$ cat config.mk
export PLATFORM = sky130hd
export DESIGN_NAME = uart_tx_flat
export DESIGN_NICKNAME = d
export VERILOG_FILES = /design/src/rtl/uart_tx_if.sv /design/src/rtl/uart_tx.sv /design/src/flat_wrapper.sv
export SDC_FILE = /design/constraint.sdc
export NUM_CORES = 1
export LEC_CHECK = 0
export BUFFER_PORTS_ARGS = -buffer_cell sky130_fd_sc_hd__buf_2
export CAP_MARGIN = 20
export CORE_MARGIN = 2
export CORE_UTILIZATION = 55
export CTS_CLUSTER_SIZE = 10
export DETAILED_ROUTE_END_ITERATION = 7
export GPL_ROUTABILITY_DRIVEN = 0
export PLACE_DENSITY = 0.81
export REMOVE_ABC_BUFFERS = 1
export SLEW_MARGIN = 30
export SYNTH_ARGS = -nofsm -noshare
export SYNTH_HDL_FRONTEND = slang
export SYNTH_SLANG_ARGS = --single-unit
$ cat constraint.sdc
create_clock -name clk -period 2.2 [get_ports clk]
set_input_delay 0.11 -clock clk [delete_from_list [all_inputs] [get_ports clk]]
set_output_delay 0.11 -clock clk [all_outputs]
set_load 0.01 [all_outputs]
$ cat src/rtl/uart_tx_if.sv
// uart_tx_if -- handshake bundle between an upstream fifo and the UART transmitter.
//   tx_en      : permits the start of a new frame
//   fifo_empty : upstream fifo empty flag
//   fifo_data  : upstream fifo head word, valid while fifo_empty is 0
//   fifo_rd_en : one-cycle pop request issued by the transmitter
//   tx         : serial line, idle high
//   busy       : high from frame start until the last stop bit ends
// Modports: master = transmitter side, slave = fifo/controller side.
interface uart_tx_if #(
  parameter int WIDTH = 8
) ();
  logic             tx_en;
  logic             fifo_empty;
  logic [WIDTH-1:0] fifo_data;
  logic             fifo_rd_en;
  logic             tx;
  logic             busy;

  modport master (
    input  tx_en,
    input  fifo_empty,
    input  fifo_data,
    output fifo_rd_en,
    output tx,
    output busy
  );

  modport slave (
    output tx_en,
    output fifo_empty,
    output fifo_data,
    input  fifo_rd_en,
    input  tx,
    input  busy
  );
endinterface

$ cat src/rtl/uart_tx.sv
// uart_tx -- fifo-fed UART transmitter: start bit, WIDTH data bits LSB first,
// optional parity bit, STOP_BITS stop bits.
// Parameters: CLKS_PER_BIT (>=2), WIDTH, PARITY (0 none, 1 even, 2 odd),
//             STOP_BITS (1 or 2).
// Ports:
//   clk : clock, rising edge
//   rst : asynchronous active-high reset
//   bus : uart_tx_if master modport (tx_en, fifo_empty, fifo_data in;
//         fifo_rd_en, tx, busy out -- all outputs registered)
module uart_tx #(
  parameter int CLKS_PER_BIT = 868,
  parameter int WIDTH        = 8,
  parameter int PARITY       = 0,
  parameter int STOP_BITS    = 1
) (
  input  logic      clk,
  input  logic      rst,
  uart_tx_if.master bus
);

  localparam int CW = $clog2(CLKS_PER_BIT);
  localparam int BW = (WIDTH > 1) ? $clog2(WIDTH) : 1;

  localparam logic [CW-1:0] BAUD_LAST = CW'(CLKS_PER_BIT - 1);
  localparam logic [BW-1:0] BIT_LAST  = BW'(WIDTH - 1);
  localparam logic          STOP_LAST = 1'(STOP_BITS - 1);

  localparam logic [2:0] S_IDLE   = 3'd0;
  localparam logic [2:0] S_START  = 3'd1;
  localparam logic [2:0] S_DATA   = 3'd2;
  localparam logic [2:0] S_PARITY = 3'd3;
  localparam logic [2:0] S_STOP   = 3'd4;

  logic [2:0]       r_state;
  logic [CW-1:0]    r_baud;
  logic [BW-1:0]    r_bit;
  logic [WIDTH-1:0] r_shift;
  logic             r_par;
  logic             r_stop;
  logic             r_tx;
  logic             r_busy;
  logic             r_rd_en;

  logic             w_baud_done;
  logic             w_par_calc;
  logic [WIDTH-1:0] w_shift_next;

  assign w_baud_done  = (r_baud == BAUD_LAST);
  // Parity is computed from the captured word so the shift register can be
  // consumed during DATA; odd parity is simply the inverted even value.
  assign w_par_calc   = (^bus.fifo_data) ^ (PARITY == 2);
  assign w_shift_next = r_shift >> 1;

  always_ff @(posedge clk or posedge rst) begin
    if (rst) begin
      r_state <= S_IDLE;
      r_baud  <= '0;
      r_bit   <= '0;
      r_shift <= '0;
      r_par   <= 1'b0;
      r_stop  <= 1'b0;
      r_tx    <= 1'b1;
      r_busy  <= 1'b0;
      r_rd_en <= 1'b0;
    end else begin
      // Pop request is a single-cycle pulse issued only on frame start.
      r_rd_en <= 1'b0;

      if (r_state == S_IDLE || w_baud_done) begin
        r_baud <= '0;
      end else begin
        r_baud <= r_baud + 1'b1;
      end

      case (r_state)
        S_IDLE: begin
          if (bus.tx_en && !bus.fifo_empty) begin
            r_shift <= bus.fifo_data;
            r_par   <= w_par_calc;
            r_rd_en <= 1'b1;
            r_tx    <= 1'b0;
            r_busy  <= 1'b1;
            r_state <= S_START;
          end
        end

        S_START: begin
          if (w_baud_done) begin
            r_state <= S_DATA;
            r_bit   <= '0;
            r_tx    <= r_shift[0];
          end
        end

        S_DATA: begin
          if (w_baud_done) begin
            if (r_bit == BIT_LAST) begin
              if (PARITY != 0) begin
                r_state <= S_PARITY;
                r_tx    <= r_par;
              end else begin
                r_state <= S_STOP;
                r_tx    <= 1'b1;
                r_stop  <= 1'b0;
              end
            end else begin
              r_bit   <= r_bit + 1'b1;
              r_shift <= w_shift_next;
              r_tx    <= w_shift_next[0];
            end
          end
        end

        S_PARITY: begin
          if (w_baud_done) begin
            r_state <= S_STOP;
            r_tx    <= 1'b1;
            r_stop  <= 1'b0;
          end
        end

        S_STOP: begin
          if (w_baud_done) begin
            if (r_stop == STOP_LAST) begin
              // Return to IDLE; the IDLE cycle is the only extra high cycle
              // before a back-to-back frame can start.
              r_state <= S_IDLE;
              r_busy  <= 1'b0;
            end else begin
              r_stop <= r_stop + 1'b1;
            end
          end
        end

        default: begin
          r_state <= S_IDLE;
          r_tx    <= 1'b1;
          r_busy  <= 1'b0;
        end
      endcase
    end
  end

  assign bus.tx         = r_tx;
  assign bus.busy       = r_busy;
  assign bus.fifo_rd_en = r_rd_en;

endmodule

$ cat src/flat_wrapper.sv
// flat-port wrapper written by rule: the top's interface ports become plain ports
module uart_tx_flat 
#(
  parameter int CLKS_PER_BIT = 868,
  parameter int WIDTH        = 8,
  parameter int PARITY       = 0,
  parameter int STOP_BITS    = 1
)
  (clk, rst, bus_tx_en, bus_fifo_empty, bus_fifo_data, bus_fifo_rd_en, bus_tx, bus_busy);
  uart_tx_if #(.WIDTH(WIDTH)) bus_i ();
  input  logic clk;
  input  logic rst;
  input wire logic [$bits(bus_i.tx_en)-1:0] bus_tx_en;
  input wire logic [$bits(bus_i.fifo_empty)-1:0] bus_fifo_empty;
  input wire logic [$bits(bus_i.fifo_data)-1:0] bus_fifo_data;
  output wire logic [$bits(bus_i.fifo_rd_en)-1:0] bus_fifo_rd_en;
  output wire logic [$bits(bus_i.tx)-1:0] bus_tx;
  output wire logic [$bits(bus_i.busy)-1:0] bus_busy;
  assign bus_i.tx_en = bus_tx_en;
  assign bus_i.fifo_empty = bus_fifo_empty;
  assign bus_i.fifo_data = bus_fifo_data;
  assign bus_fifo_rd_en = bus_i.fifo_rd_en;
  assign bus_tx = bus_i.tx;
  assign bus_busy = bus_i.busy;
  uart_tx #(.CLKS_PER_BIT(CLKS_PER_BIT), .WIDTH(WIDTH), .PARITY(PARITY), .STOP_BITS(STOP_BITS)) u_core (.clk(clk), .rst(rst), .bus(bus_i));
endmodule
==> results.py <==
metrics = {
    "setup_path": {
        "cp_cell_sequence": "ha_1, ha_1, nor2_1, nand2_1, a211o_1, mux2_2",
        "cp_data_required_time_ns": 2.42,
        "end_kind": "register",
        "crit_path_max_incr_delay_ns": 0.42,
        "crit_arrival_ns": 2.05,
        "cp-start-kind": "register",
        "path_max_fanout": 4,
        "crit_type": "register to register",
        "cpMostUsedCell": "ha_1",
        "cp_slowest_cell": "dfrtp_1",
    },
    "timing": {
        "whs_ns": 0.109,
        "fin_skew_ns": 0.00693,
        "tightest_slew_ns": 0.716,
        "min_period_over_period_pct": 82.9,
        "slew_viol_final": 0,
        "period_minus_slack_ns": 1.82,
        "max_freq_mhz": 548,
        "rsz0062_at_grt": "no",
        "setup_viol": 0,
        "hold_viol_final": 0,
        "max_slew_margin_pct": 52.0,
        "fin_setup_tns_ns": 0,
    },
    "layout": {
        "utilization_pct": 64.6,
        "nNetsFinal": 158,
        "antenna_cells": 0,
        "drive_gt1_share_pct": 20.4,
        "areaGrowthSynthToFinish_pct": 8.90,
    },
    "power": {
        "ir_drop_mv": 0.468,
        "pwr_density_cell_nw_per_um2": 738,
        "power_uw": 1080,
        "p_leak_uw": 0.000659,
    },
    "detailed_routing": {
        "detail_route.iter0.violations": 12,
        "wirelength_mm": 2.57,
        "vias": 988,
        "firstDrtPassIters": 4,
        "drt.antenna.violating_nets": 0,
        "routedWlPerCell_um": 15.1,
        "drc": 0,
        "viasPerCell": 5.81,
    },
    "global_route": {
        "first_global_vias": 971,
        "overflow": 0,
        "grt_pass1_wl_mm": 4.35,
        "grt_start_max_net_pins": 28,
        "antenna_found_initial": 0,
        "globalRouteTotalUtil_pct": 21.6,
    },
    "synth": {
        "synth_ff_type": "dfrtp_1",
        "yosys_warnings": 0,
        "synthArstFlopShare_pct": 100,
        "synthXorXnorAreaFrac_pct": 5.19,
        "synth_edf_count": 0,
        "synth_top_family_by_area": "simple AND/OR/NAND/NOR gates",
        "synth_cells": 126,
        "netlist-cell-type-count": 41,
        "ys_ff_latch": 27,
        "yosys.area_share.simple_pct": 18.2,
        "muxShareOfSynthArea_pct": 1.58,
        "synth-compound-area-share_pct": 16.7,
        "yosysSeqAreaShare_pct": 50.1,
        "avgSynthCellArea_um2": 10.7,
        "netlist_area_um2": 1350,
        "synthAdderAreaFrac_pct": 2.78,
    },
    "placed_design": {
        "post-dp-hpwl_mm": 1.86,
        "io_buffer_count": 14,
    },
    "clock_tree": {
        "cts_hold_buf": 1,
        "post_cts_resize_count": 0,
        "cts_setup_buffers": 0,
        "cts_buffers": 3,
        "path_clk_slew_ns": 0.13,
        "cts.path.max_buffers": 2,
        "htree_levels": 1,
        "clk_latency_ns": 0.33,
        "cts.sinks": 27,
        "tritoncts": "built",
        "root_buffer": "clkbuf_4",
    },
    "floorplan": {
        "dieHeight_um": 53.5,
        "core_area_um2": 2280,
        "die_area_um2": 2870,
        "rows": 17,
        "ios": 15,
        "start_util_pct": 59.3,
        "die_w_um": 53.5,
    },
    "min_path": {
        "min_path_type": "input pin to register",
    },
    "outcome": {
        "outcome": "finished clean",
    },
    "job": {
        "max-cap-violations": 0,
    },
}
[worst paths after layout]
check                                 start           endpoint  slack (ns)  cells past startpoint
setup / recovery            u_core.r_bit[0]    u_core.r_bit[0]        0.38                      6
hold / removal             bus_fifo_data[1]  u_core.r_shift[1]        0.11                      3
setup reg to reg            u_core.r_bit[0]    u_core.r_bit[0]        0.38                      6
hold reg to reg               u_core.bus.tx      u_core.bus.tx        0.52                      2
max in group asynchronous               rst      u_core.bus.tx        1.55                      4
min in group asynchronous               rst   u_core.r_baud[0]        0.36                      4
[cell type report]
cell class                 count  area (um2)
tap                           28        35.0
inverter                       8        30.0
multi-input combinational     85         599
timing repair buffer          18         103
fill                         183         806
clock buffer                   4        26.3
sequential                    27         677
[state kept, by name, summed over array words and instances (netlist names)]
signal,cells
u_core.bus.fifo_rd_en,1
u_core.r_bit,3
u_core.bus.tx,1
u_core.r_baud,10
u_core.r_shift,8
u_core.r_state,3
u_core.bus.busy,1
[cell families after synthesis]
kind of cell	after synthesis
flip-flops	27
buffers and inverters	14
multiplexers	2
XOR/XNOR	8
AO/OA/AOI/OAI	27
AND/OR/NAND/NOR	45
adder cells (fa/ha/maj)	3
[cells in the mapped netlist (2+ instances only)]
library cell	number	area share, %
dfrtp_1	26	48
nor2_1	18	5.0
inv_1	8	2.2
nand3_1	7	2.6
o22ai_1	7	3.2
a2bb2oi_1	6	3.9
nand2_1	5	1.4
xnor2_1	5	3.2
nor3_1	4	1.5
ha_1	3	2.8
xor2_1	3	1.9
a22o_1	2	1.3
buf_2	2	0.74
buf_6	2	1.7
nand2b_1	2	0.93
[layer usage]
metal | GRT usage [%] | vias up | wire length [um]
met3 | 2.78 | 7 | 75
met5 | 0 | - | 0
met1 | 26.1 | 478 | 1140
met4 | 12.8 | 0 | 66
met2 | 36.6 | 19 | 1290
li1 | - | 484 | -
[through the flow]
| stage | setup WS [ns] | std cells | area, um2 |
|---|---|---|---|
| finish | 0.376 | 170 | 1470 |
| floorplan | 0.363 | 120 | 1310 |
| detailed placement | 0.394 | 165 | 1430 |
| global placement | 0.448 | 165 | 1430 |
| CTS | 0.373 | 170 | 1470 |
| global route | 0.255 | 170 | 1470 |
[power breakdown]
group	leakage [uW]	internal [uW]	switching, uW
combinational	0.000312	108	113
sequential	0.000332	576	78.2
clock	0.0000150	71.2	139
total	0.000659	755	330
[critical path, delay by kind of cell, from the launching register on]
kind                       cells  cell delay, ns
DFF                            1            0.42
adders and majority gates      2            0.45
and+or+nand+nor                2            0.30
muxes                          1            0.27
AOI/OAI and AO/OA              1            0.29
[placed cells by master, fill, tap and decap left out, types with 2 or more instances in the layout]
master / synthesis / layout
buf_2: 2 / 14
nand2b_1: 2 / 2
clkbuf_4: 0 / 3
buf_4: 1 / 3
a22o_1: 2 / 2
nor3_1: 4 / 4
o22ai_1: 7 / 7
xnor2_1: 5 / 5
xor2_1: 3 / 3
nand2_1: 5 / 5
a2bb2oi_1: 6 / 6
ha_1: 3 / 3
dfrtp_1: 26 / 26
nand3_1: 7 / 7
inv_1: 8 / 8
nor2_1: 18 / 18
No activity file was read; power rests on OpenSTA's default activity.
